`src/rtl/ex_pkg.sv`:
```
`default_nettype none
// ============================================================================
// Module   : ex_pkg
// Brief    : Opcodes, stage state encoding and flag bit positions for EX/MEM.
// Revision : 1.0
// ============================================================================
package ex_pkg;

    localparam logic [3:0] OP_ADD = 4'b0000;
    localparam logic [3:0] OP_SUB = 4'b0001;
    localparam logic [3:0] OP_XOR = 4'b0010;
    localparam logic [3:0] OP_AND = 4'b0011;
    localparam logic [3:0] OP_SLL = 4'b0100;
    localparam logic [3:0] OP_SRA = 4'b0101;
    localparam logic [3:0] OP_ROR = 4'b0110;
    localparam logic [3:0] OP_OR  = 4'b0111;
    localparam logic [3:0] OP_LW  = 4'b1000;
    localparam logic [3:0] OP_SW  = 4'b1001;
    localparam logic [3:0] OP_BR  = 4'b1100;
    localparam logic [3:0] OP_HLT = 4'b1111;

    typedef enum logic [1:0] {
        RUN    = 2'd0,
        DRAIN  = 2'd1,
        HALTED = 2'd2
    } ex_state_t;

    localparam int FLAG_Z = 2;
    localparam int FLAG_V = 1;
    localparam int FLAG_N = 0;

endpackage
`default_nettype wire

```
`src/rtl/ex_flag_stage_flag_unit.sv`:
```
`default_nettype none
// ============================================================================
// Module   : flag_unit
// Brief    : Combinational Z/V/N computation and per-opcode update mask.
// Revision : 1.0
// ============================================================================
module flag_unit
    import ex_pkg::*;
(
    input  logic [3:0]  i_opcode,
    input  logic [15:0] i_result,
    input  logic        i_ovf,
    input  logic [2:0]  i_flags_q,
    output logic [2:0]  o_flags_next,
    output logic [2:0]  o_update_mask
);

    logic [2:0] w_calc;
    logic [2:0] w_mask;

    always_comb begin
        w_calc         = 3'b000;
        w_calc[FLAG_Z] = (i_result == 16'h0000);
        w_calc[FLAG_V] = i_ovf;
        w_calc[FLAG_N] = i_result[15];

        w_mask = 3'b000;
        case (i_opcode)
            OP_ADD, OP_SUB:                 w_mask = 3'b111;
            OP_XOR, OP_SLL, OP_SRA, OP_ROR: w_mask[FLAG_Z] = 1'b1;
            default:                        w_mask = 3'b000;
        endcase
    end

    // Masked bits take the fresh value, the rest keep the architectural flags.
    assign o_flags_next  = (w_calc & w_mask) | (i_flags_q & ~w_mask);
    assign o_update_mask = w_mask;

endmodule
`default_nettype wire

```
`src/rtl/ex_flag_stage.sv`:
```
`default_nettype none
// ============================================================================
// Module   : ex_flag_stage
// Brief    : EX/MEM pipeline register, Z/V/N flag register and HLT drain FSM.
// Revision : 1.0
// ============================================================================
module ex_flag_stage
    import ex_pkg::*;
(
    input  logic        clk,
    input  logic        rst,
    input  logic        ex_valid,
    input  logic [3:0]  ex_opcode,
    input  logic [15:0] ex_result,
    input  logic        ex_ovf,
    input  logic [3:0]  ex_rd,
    input  logic        ex_wr_en,
    input  logic        stall,
    input  logic        flush,
    output logic        mem_valid,
    output logic [3:0]  mem_opcode,
    output logic [15:0] mem_result,
    output logic [3:0]  mem_rd,
    output logic        mem_wr_en,
    output logic [2:0]  flags_q,
    output logic [2:0]  flags_fwd,
    output logic        halted
);

    ex_state_t   r_state;
    ex_state_t   w_state_nxt;
    logic        w_accept;
    logic [2:0]  w_flags_next;
    logic [2:0]  w_update_mask;

    logic        r_valid;
    logic [3:0]  r_opcode;
    logic [15:0] r_result;
    logic [3:0]  r_rd;
    logic        r_wr_en;
    logic [2:0]  r_flags;

    assign w_accept = ex_valid & ~flush & ~stall & (r_state == RUN);

    flag_unit u_flag_unit (
        .i_opcode      (ex_opcode),
        .i_result      (ex_result),
        .i_ovf         (ex_ovf),
        .i_flags_q     (r_flags),
        .o_flags_next  (w_flags_next),
        .o_update_mask (w_update_mask)
    );

    // Data fields keep their last value on a bubble; only valid/wr_en drop.
    always_ff @(posedge clk or posedge rst) begin
        if (rst) begin
            r_valid  <= 1'b0;
            r_opcode <= 4'h0;
            r_result <= 16'h0000;
            r_rd     <= 4'h0;
            r_wr_en  <= 1'b0;
        end else if (!stall) begin
            if (w_accept) begin
                r_valid  <= 1'b1;
                r_opcode <= ex_opcode;
                r_result <= ex_result;
                r_rd     <= ex_rd;
                r_wr_en  <= ex_wr_en;
            end else begin
                r_valid  <= 1'b0;
                r_wr_en  <= 1'b0;
            end
        end
    end

    always_ff @(posedge clk or posedge rst) begin
        if (rst) begin
            r_flags <= 3'b000;
        end else if (w_accept && (w_update_mask != 3'b000)) begin
            r_flags <= w_flags_next;
        end
    end

    always_ff @(posedge clk or posedge rst) begin
        if (rst) begin
            r_state <= RUN;
        end else begin
            r_state <= w_state_nxt;
        end
    end

    always_comb begin
        w_state_nxt = r_state;
        case (r_state)
            RUN: begin
                if (w_accept && (ex_opcode == OP_HLT)) begin
                    w_state_nxt = DRAIN;
                end
            end
            DRAIN: begin
                if (!stall) begin
                    w_state_nxt = HALTED;
                end
            end
            HALTED:  w_state_nxt = HALTED;
            default: w_state_nxt = RUN;
        endcase
    end

    assign flags_fwd  = w_accept ? w_flags_next : r_flags;
    assign flags_q    = r_flags;
    assign halted     = (r_state == HALTED);
    assign mem_valid  = r_valid;
    assign mem_opcode = r_opcode;
    assign mem_result = r_result;
    assign mem_rd     = r_rd;
    assign mem_wr_en  = r_wr_en;

endmodule
`default_nettype wire

```
`config.mk`:
```
export PLATFORM = sky130hd
export DESIGN_NAME = ex_flag_stage
export DESIGN_NICKNAME = d
export VERILOG_FILES = /design/src/rtl/ex_pkg.sv /design/src/rtl/ex_flag_stage_flag_unit.sv /design/src/rtl/ex_flag_stage.sv
export SDC_FILE = /design/constraint.sdc
export NUM_CORES = 1
export LEC_CHECK = 0
export CAP_MARGIN = 40
export CORE_ASPECT_RATIO = 1.25
export CORE_MARGIN = 2
export CORE_UTILIZATION = 42
export CTS_BUF_LIST = sky130_fd_sc_hd__clkbuf_8
export CTS_CLUSTER_SIZE = 12
export DETAILED_ROUTE_END_ITERATION = 12
export PLACE_DENSITY = 0.89
export SYNTH_ARGS = -nofsm -noshare
export SYNTH_HDL_FRONTEND = slang
export SYNTH_SLANG_ARGS = --single-unit
```
`constraint.sdc`:
```
create_clock -name clk -period 2.3 [get_ports clk]
set_input_delay 0.345 -clock clk [delete_from_list [all_inputs] [get_ports clk]]
set_output_delay 0.345 -clock clk [all_outputs]
set_load 0.02 [all_outputs]
```
==> results of run 1 <==
-- registers in the layout, summed over array words and instances (netlist names) --
name,flops
mem_result,16
mem_opcode,4
mem_wr_en,1
r_state,2
flags_q,3
mem_rd,4
mem_valid,1
-- worst reg2reg max path, stage by stage, from the launching register on --
cell      delay [ns]
dfrtp_1         0.40
inv_2           0.09
ha_4            0.12
and4bb_1        0.23
nor4b_4         0.23
buf_4           0.16
buf_4           0.10
buf_4           0.11
mux2_2          0.33
-- cells by family after synthesis --
kind of cell / count (synthesis) / share of synthesized area [%]
DFF: 31 / 58.33
adders and majority gates: 4 / 3.763
muxes: 30 / 25.40
AOI/OAI and AO/OA: 6 / 3.010
and+or+nand+nor: 12 / 6.773
buffers and inverters: 7 / 2.728
-- cells in the mapped netlist (all sizes together) --
master	count	area share, %
nand2	4	1.1
o21ai	3	1.1
o41ai	1	0.66
ha	4	3.8
a21o	1	0.56
buf	3	1.6
nor4b	1	1.8
a22o	1	0.66
nand4	1	0.47
and4bb	1	0.94
inv	4	1.1
mux2	30	25
nor4	4	1.9
nand3b	1	0.56
dfrtp	31	58
-- worst paths after layout --
check                      cells past startpoint  startpoint  slack (ns)             to
setup reg to reg                               8  r_state[0]        0.42     flags_q[0]
setup / recovery                               7  r_state[0]       0.004   flags_fwd[1]
min in group clk                               1   mem_valid        0.49      mem_valid
max in group asynchronous                      3         rst        1.59  mem_result[7]
hold / removal                                 3         rst        0.43      mem_wr_en
hold reg to reg                                1   mem_valid        0.49      mem_valid
-- area by class of cell --
| class | instances | area (um2) | share of cell area (%) |
|---|---|---|---|
| clock buffers | 7 | 96.34 | 4.231 |
| clock inverters | 1 | 3.754 | 0.1648 |
| inverters | 4 | 15.01 | 0.6593 |
| multi-input cells | 52 | 544.3 | 23.90 |
| flip-flops and latches | 31 | 775.7 | 34.07 |
| well taps | 36 | 45.04 | 1.978 |
| repair buffers | 85 | 797.0 | 35.00 |
-- repair_timing --
item / in CTS / in global routing
gates resized for setup: 18 / 4
gates cloned: 0 / 0
setup endpoints to repair: 3 / 3
pin swaps: 1 / 1
buffers inserted: 7 / 5
-- where the power goes --
group / total (W) / internal (W) / switching (W)
sequential: 0.000928 / 0.000789 / 0.000139
clock: 0.000463 / 0.000268 / 0.000195
combinational: 0.00148 / 0.000833 / 0.000644
total: 0.00287 / 0.00189 / 0.000979
-- per-layer routing --
layer | wire length, um | up-vias
met4 | 104 | 0
met3 | 261 | 10
met5 | 0 | -
li1 | - | 500
met2 | 2004 | 51
met1 | 1232 | 532
-- per-stage QoR --
step | power, W | instances
after floorplan | 0.001565 | 90
after global placement | 0.002205 | 198
after detailed placement | 0.002273 | 198
after CTS | 0.002815 | 213
after global routing | 0.003027 | 216
final | 0.002868 | 216
==> summary.txt, run 1 <==
Worst setup path
  • Critical Path AT: 1.95 ns
  • CP Max Fanout: 2
  • CP cell instances: inv_2, ha_4, and4bb_1, nor4b_4, buf_4, mux2_4, buf_6
  • CP Data Required Time: 1.96 ns
  • Crit path largest cell delay: 0.40 ns
  • WP buf/inv: 3
  • Capturing element type of the critical path: output pin
  • Crit Path Class: reg2out
  • Critical Path Source Type: flip-flop
  • Cell family with most CP delay: simple AND/OR/NAND/NOR gates
  • CP max-delay cell: dfrtp_1

Clocking
  • CTS sink cnt: 31
  • Clock transition at path regs: 0.06 ns
  • CTS max path bufs: 2
  • Clock Latency Late Sink: 0.29 ns
  • CTS hold repair buffers: 0
  • CTS H-tree lvls: 2
  • CTS root buffer: clkbuf_8
  • CTS Buf Count: 5
  • TritonCTS clock tree: built

Timing
  • Crit share post-route: 99.84%
  • Setup violators final: 0
  • Fin Setup TNS: 0 ns
  • Hold slack: 0.4288 ns
  • Final Hold Fails: 0
  • Fmax: 435.5 MHz
  • Slew HR: 74.81%
  • Clock skew: 0.004960 ns
  • RSZ-0062 raised after global routing: true
  • Final Max Slew Viols: 0
  • Post-route setup slack: 0.003731 ns
  • Worst-Margin Slew: 0.3779 ns
  • Final min period: 2.296 ns

Logic synthesis
  • Post-synth cell types: 16
  • Synth Net Count: 125
  • Yosys warning total: 0
  • Sequential share of the synthesized area: 58.33%
  • Mapped Area: 1330 um2
  • Cells after Synth: 90
  • Mapped Avg Cell Area: 14.78 um2
  • Register bit count reported by yosys: 31

Global routing
  • First-pass GRT wire length: 5.623 mm
  • GRT overflow: 0
  • Initial antenna violation count: 0
  • Total global-route track usage: 22.79%
  • M3 GR Usage: 6.502%
  • Top Usage Layer GRT: met2
  • GR Util met2: 40.66%
  • Vias in the first global route: 1227
  • Largest net degree at the start of global routing: 32
  • Routing usage on met1: 22.38%

Finish
  • P&R area growth vs syn: 71.21%
  • Inserted Diodes: 0
  • Share of layout cells above drive strength 1: 36.67%
  • Commonest non-fill, non-tap cells in the layout: 60 x clkdlybuf4s50_1, 31 x dfrtp_1, 28 x mux2_2, 22 x buf_4, 7 x clkbuf_8
  • Finished Cell Area: 2277 um2
  • Post-Route Utilization: 76.60%
  • Fillcell total: 192
  • Most common cell after layout, fill and taps aside: clkdlybuf4s50_1
  • Fin nets: 214

Routing
  • WL final: 3.603 mm
  • Via density per instance: 5.060
  • First-pass DRT Iterations: 4
  • Vias: 1093
  • Drt drc: 0
  • DRT iter0 DRCs: 20
  • Post-DR wirelength/cell: 16.68 um
  • Post-route ant nets: 0

Die
  • Rows: 22
  • Die ar.: 3635 um2
  • Initial core utilization: 44.74%
  • Die width: 54.33 um
  • Die Span Y: 66.92 um
  • I/O pin count: 64
  • Core ar.: 2973 um2

Power and ir drop
  • VDD IR max: 0.9000 mV
  • PwrDens: 1260 nW/um2
  • Lkg Pwr: 1.014 nW

Flow run
  • Max-cap violation count: 0

Place
  • Hpwl dp: 2.459 mm
  • Final Wtd Congestion: 0.7936
  • Pre-CTS WS: -0.3210 ns
  • Dpl cell area: 2074 um2
  • I/O Buffers: 63

Worst hold path
  • HP Class: in2async

Outcome
  • Status: finished clean
(Power assumes the default switching activity.)
==> inputs of run 2 (changes only) <==
--- a/config.mk
+++ b/config.mk
@@ -13,6 +13,7 @@
 export CTS_CLUSTER_SIZE = 12
 export DETAILED_ROUTE_END_ITERATION = 12
 export PLACE_DENSITY = 0.89
+export SLEW_MARGIN = 10
 export SYNTH_ARGS = -nofsm -noshare
 export SYNTH_HDL_FRONTEND = slang
 export SYNTH_SLANG_ARGS = --single-unit
==> results of run 2 <==
The final DEF is identical to that of run 1; final timing and power are the same.
==> inputs of run 3 (changes only) <==
--- a/config.mk
+++ b/config.mk
@@ -8,11 +8,12 @@
 export CAP_MARGIN = 40
 export CORE_ASPECT_RATIO = 1.25
 export CORE_MARGIN = 2
-export CORE_UTILIZATION = 42
+export CORE_UTILIZATION = 45
 export CTS_BUF_LIST = sky130_fd_sc_hd__clkbuf_8
 export CTS_CLUSTER_SIZE = 12
 export DETAILED_ROUTE_END_ITERATION = 12
-export PLACE_DENSITY = 0.89
+export DONT_BUFFER_PORTS = 1
+export PLACE_DENSITY = 0.67
 export SLEW_MARGIN = 10
 export SYNTH_ARGS = -nofsm -noshare
 export SYNTH_HDL_FRONTEND = slang
==> summary.txt, run 3 (same netlist as run 1, synthesis figures left out) <==
Place
  • I/O Buffers: 0 (was 63)
  • Final Wtd Congestion: 0.6497 (was 0.7936)
  • Hpwl dp: 1.781 mm (was 2.459 mm)

Routing
  • Via density per instance: 5.500 (was 5.060)
  • DRT iter0 DRCs: 12 (was 20)
  • Drt drc: 0 (unchanged)
  • WL final: 2.394 mm (was 3.603 mm)
  • Post-DR wirelength/cell: 17.35 um (was 16.68 um)
  • Post-route ant nets: 0 (unchanged)
  • First-pass DRT Iterations: 2 (was 4)
  • Vias: 759 (was 1093)

Die
  • Rows: 22 (unchanged)
  • Die width: 52.63 um (was 54.33 um)
  • Die Span Y: 64.79 um (was 66.92 um)
  • Initial core utilization: 46.02% (was 44.74%)
  • Die ar.: 3409 um2 (was 3635 um2)
  • I/O pin count: 64 (unchanged)
  • Core ar.: 2890 um2 (was 2973 um2)

Finish
  • Flip-flop count of the largest register after layout: 16 (unchanged)
  • Fillcell total: 267 (was 192)
  • Inserted Diodes: 0 (unchanged)
  • Share of layout cells above drive strength 1: 46.08% (was 36.67%)
  • Fin nets: 136 (was 214)
  • P&R area growth vs syn: 13.36% (was 71.21%)
  • Register Area: 775.7 um2 (unchanged)
  • Most common cell after layout, fill and taps aside: dfrtp_1 (was clkdlybuf4s50_1)
  • Commonest non-fill, non-tap cells in the layout: 31 x dfrtp_1, 28 x mux2_2, 7 x buf_4, 5 x clkbuf_8 (was 60 x clkdlybuf4s50_1, 31 x dfrtp_1, 28 x mux2_2, 22 x buf_4, 7 x clkbuf_8)
  • Area of the multi-input gates: 538.0 um2 (was 544.3 um2)

Timing
  • Slew HR: 74.60% (was 74.81%)
  • Setup violators final: 0 (unchanged)
  • Final Hold Fails: 0 (unchanged)
  • Fmax: 460.0 MHz (was 435.5 MHz)
  • Worst-Margin Slew: 0.3810 ns (was 0.3779 ns)
  • RSZ-0062 raised after global routing: false (was true)
  • Crit share post-route: 94.52% (was 99.84%)
  • Fin Setup TNS: 0 ns (unchanged)
  • Final min period: 2.174 ns (was 2.296 ns)
  • Final Max Slew Viols: 0 (unchanged)
  • Clock skew: 0.006532 ns (was 0.004960 ns)

Clocking
  • CTS Buf Count: 5 (unchanged)
  • CTS H-tree lvls: 2 (unchanged)
  • Clock Latency Late Sink: 0.28 ns (was 0.29 ns)
  • CTS max path bufs: 2 (unchanged)
  • CTS root buffer: clkbuf_8 (unchanged)
  • Clock transition at path regs: 0.06 ns (about the same)
  • CTS sink cnt: 31 (unchanged)
  • TritonCTS clock tree: built (unchanged)

Worst setup path
  • CP cell instances: inv_2, ha_4, and4bb_1, nor4b_4, mux2_4 (was inv_2, ha_4, and4bb_1, nor4b_4, buf_4, mux2_4, buf_6)
  • CP Max Fanout: 3 (was 2)
  • Capturing element type of the critical path: output pin (unchanged)
  • R2R depth: 6 (was 8)
  • Crit Path Class: reg2out (unchanged)
  • Critical Path AT: 1.83 ns (was 1.95 ns)
  • CP max-delay cell: dfrtp_1 (unchanged)
  • CP Data Required Time: 1.96 ns (about the same)
  • Crit path largest cell delay: 0.40 ns (about the same)
  • Critical Path Source Type: flip-flop (unchanged)

Global routing
  • First-pass GRT wire length: 3.601 mm (was 5.623 mm)
  • Total global-route track usage: 15.45% (was 22.79%)
  • Vias in the first global route: 853 (was 1227)
  • Initial antenna violation count: 0 (unchanged)
  • Largest net degree at the start of global routing: 32 (unchanged)
  • GRT overflow: 0 (unchanged)

Power and ir drop
  • PwrDens: 1394 nW/um2 (was 1260 nW/um2)
  • VDD IR max: 0.8858 mV (was 0.9000 mV)
  • Overall Power: 0.002102 W (was 0.002868 W)
  • Lkg Pwr: 0.6833 nW (was 1.014 nW)

Flow run
  • Max-cap violation count: 0 (unchanged)

Outcome
  • Status: finished clean (unchanged)

Worst hold path
  • HP Class: in2async (unchanged)
==> run 3: per-stage QoR <==
| step | utilization, % | setup WS, ns | cell area (um2) | std cells | hold slack [ns] |
|---|---|---|---|---|---|
| final | 52.16 | 0.1260 | 1508 | 138 | 0.02395 |
| after floorplan | - | 0.1767 | 1330 | 90 | 0.4485 |
| after global routing | 52.16 | 0.0008200 | 1508 | 138 | 0.04720 |
| after detailed placement | 47.62 | 0.2580 | 1376 | 126 | 0.3401 |
| after global placement | 47.62 | 0.3207 | 1376 | 126 | 0.3330 |
| after CTS | 50.69 | -0.01024 | 1465 | 135 | 0.03736 |
==> run 3: final timing paths <==
path	slack (ns)	end	start
setup / recovery	0.13	flags_fwd[1]	r_state[0]
hold / removal	0.02	mem_rd[1]	rst
setup reg to reg	0.50	flags_q[0]	r_state[0]
hold reg to reg	0.56	r_state[1]	r_state[1]
max in group asynchronous	1.99	mem_result[4]	rst
min in group clk	0.18	mem_valid	stall
==> run 3: report_power, final <==
part	switching (W)	internal [W]	total, W
Sequential	0.000445	0.000788	0.00123
Clock	0.000182	0.000203	0.000385
Combinational	0.000184	0.000300	0.000484
==> run 3: per-layer routing <==
metal	vias up	track usage, %	wire [um]
met3	5	9.447	232
met4	0	8.013	42
li1	341	-	-
met2	40	26.09	1336
met1	373	13.85	783
met5	-	0	0
==> run 3: final cells by class <==
class,instances,area share (%)
clock buffers,5,4.564
inverters,4,0.9958
clock inverters,3,0.8299
repair buffers,7,3.485
well taps,36,2.988
multi-input cells,52,35.68
flip-flops and latches,31,51.45
==> run 3: what timing repair did <==
action / CTS / global route
gates cloned: 0 / 0
setup buffers: 1 / 3
hold buffers: 0 / 0
pin swaps: 0 / 1
setup endpoints to repair: 2 / 2
gates resized for setup: 0 / 6
==> run 3: critical path: cells and delay by family (launching register included) <==
family,cells,cell delay (ns)
buffers and inverters,1,0.09
and+or+nand+nor,2,0.55
muxes,1,0.37
DFF,1,0.40
adders and majority gates,1,0.14
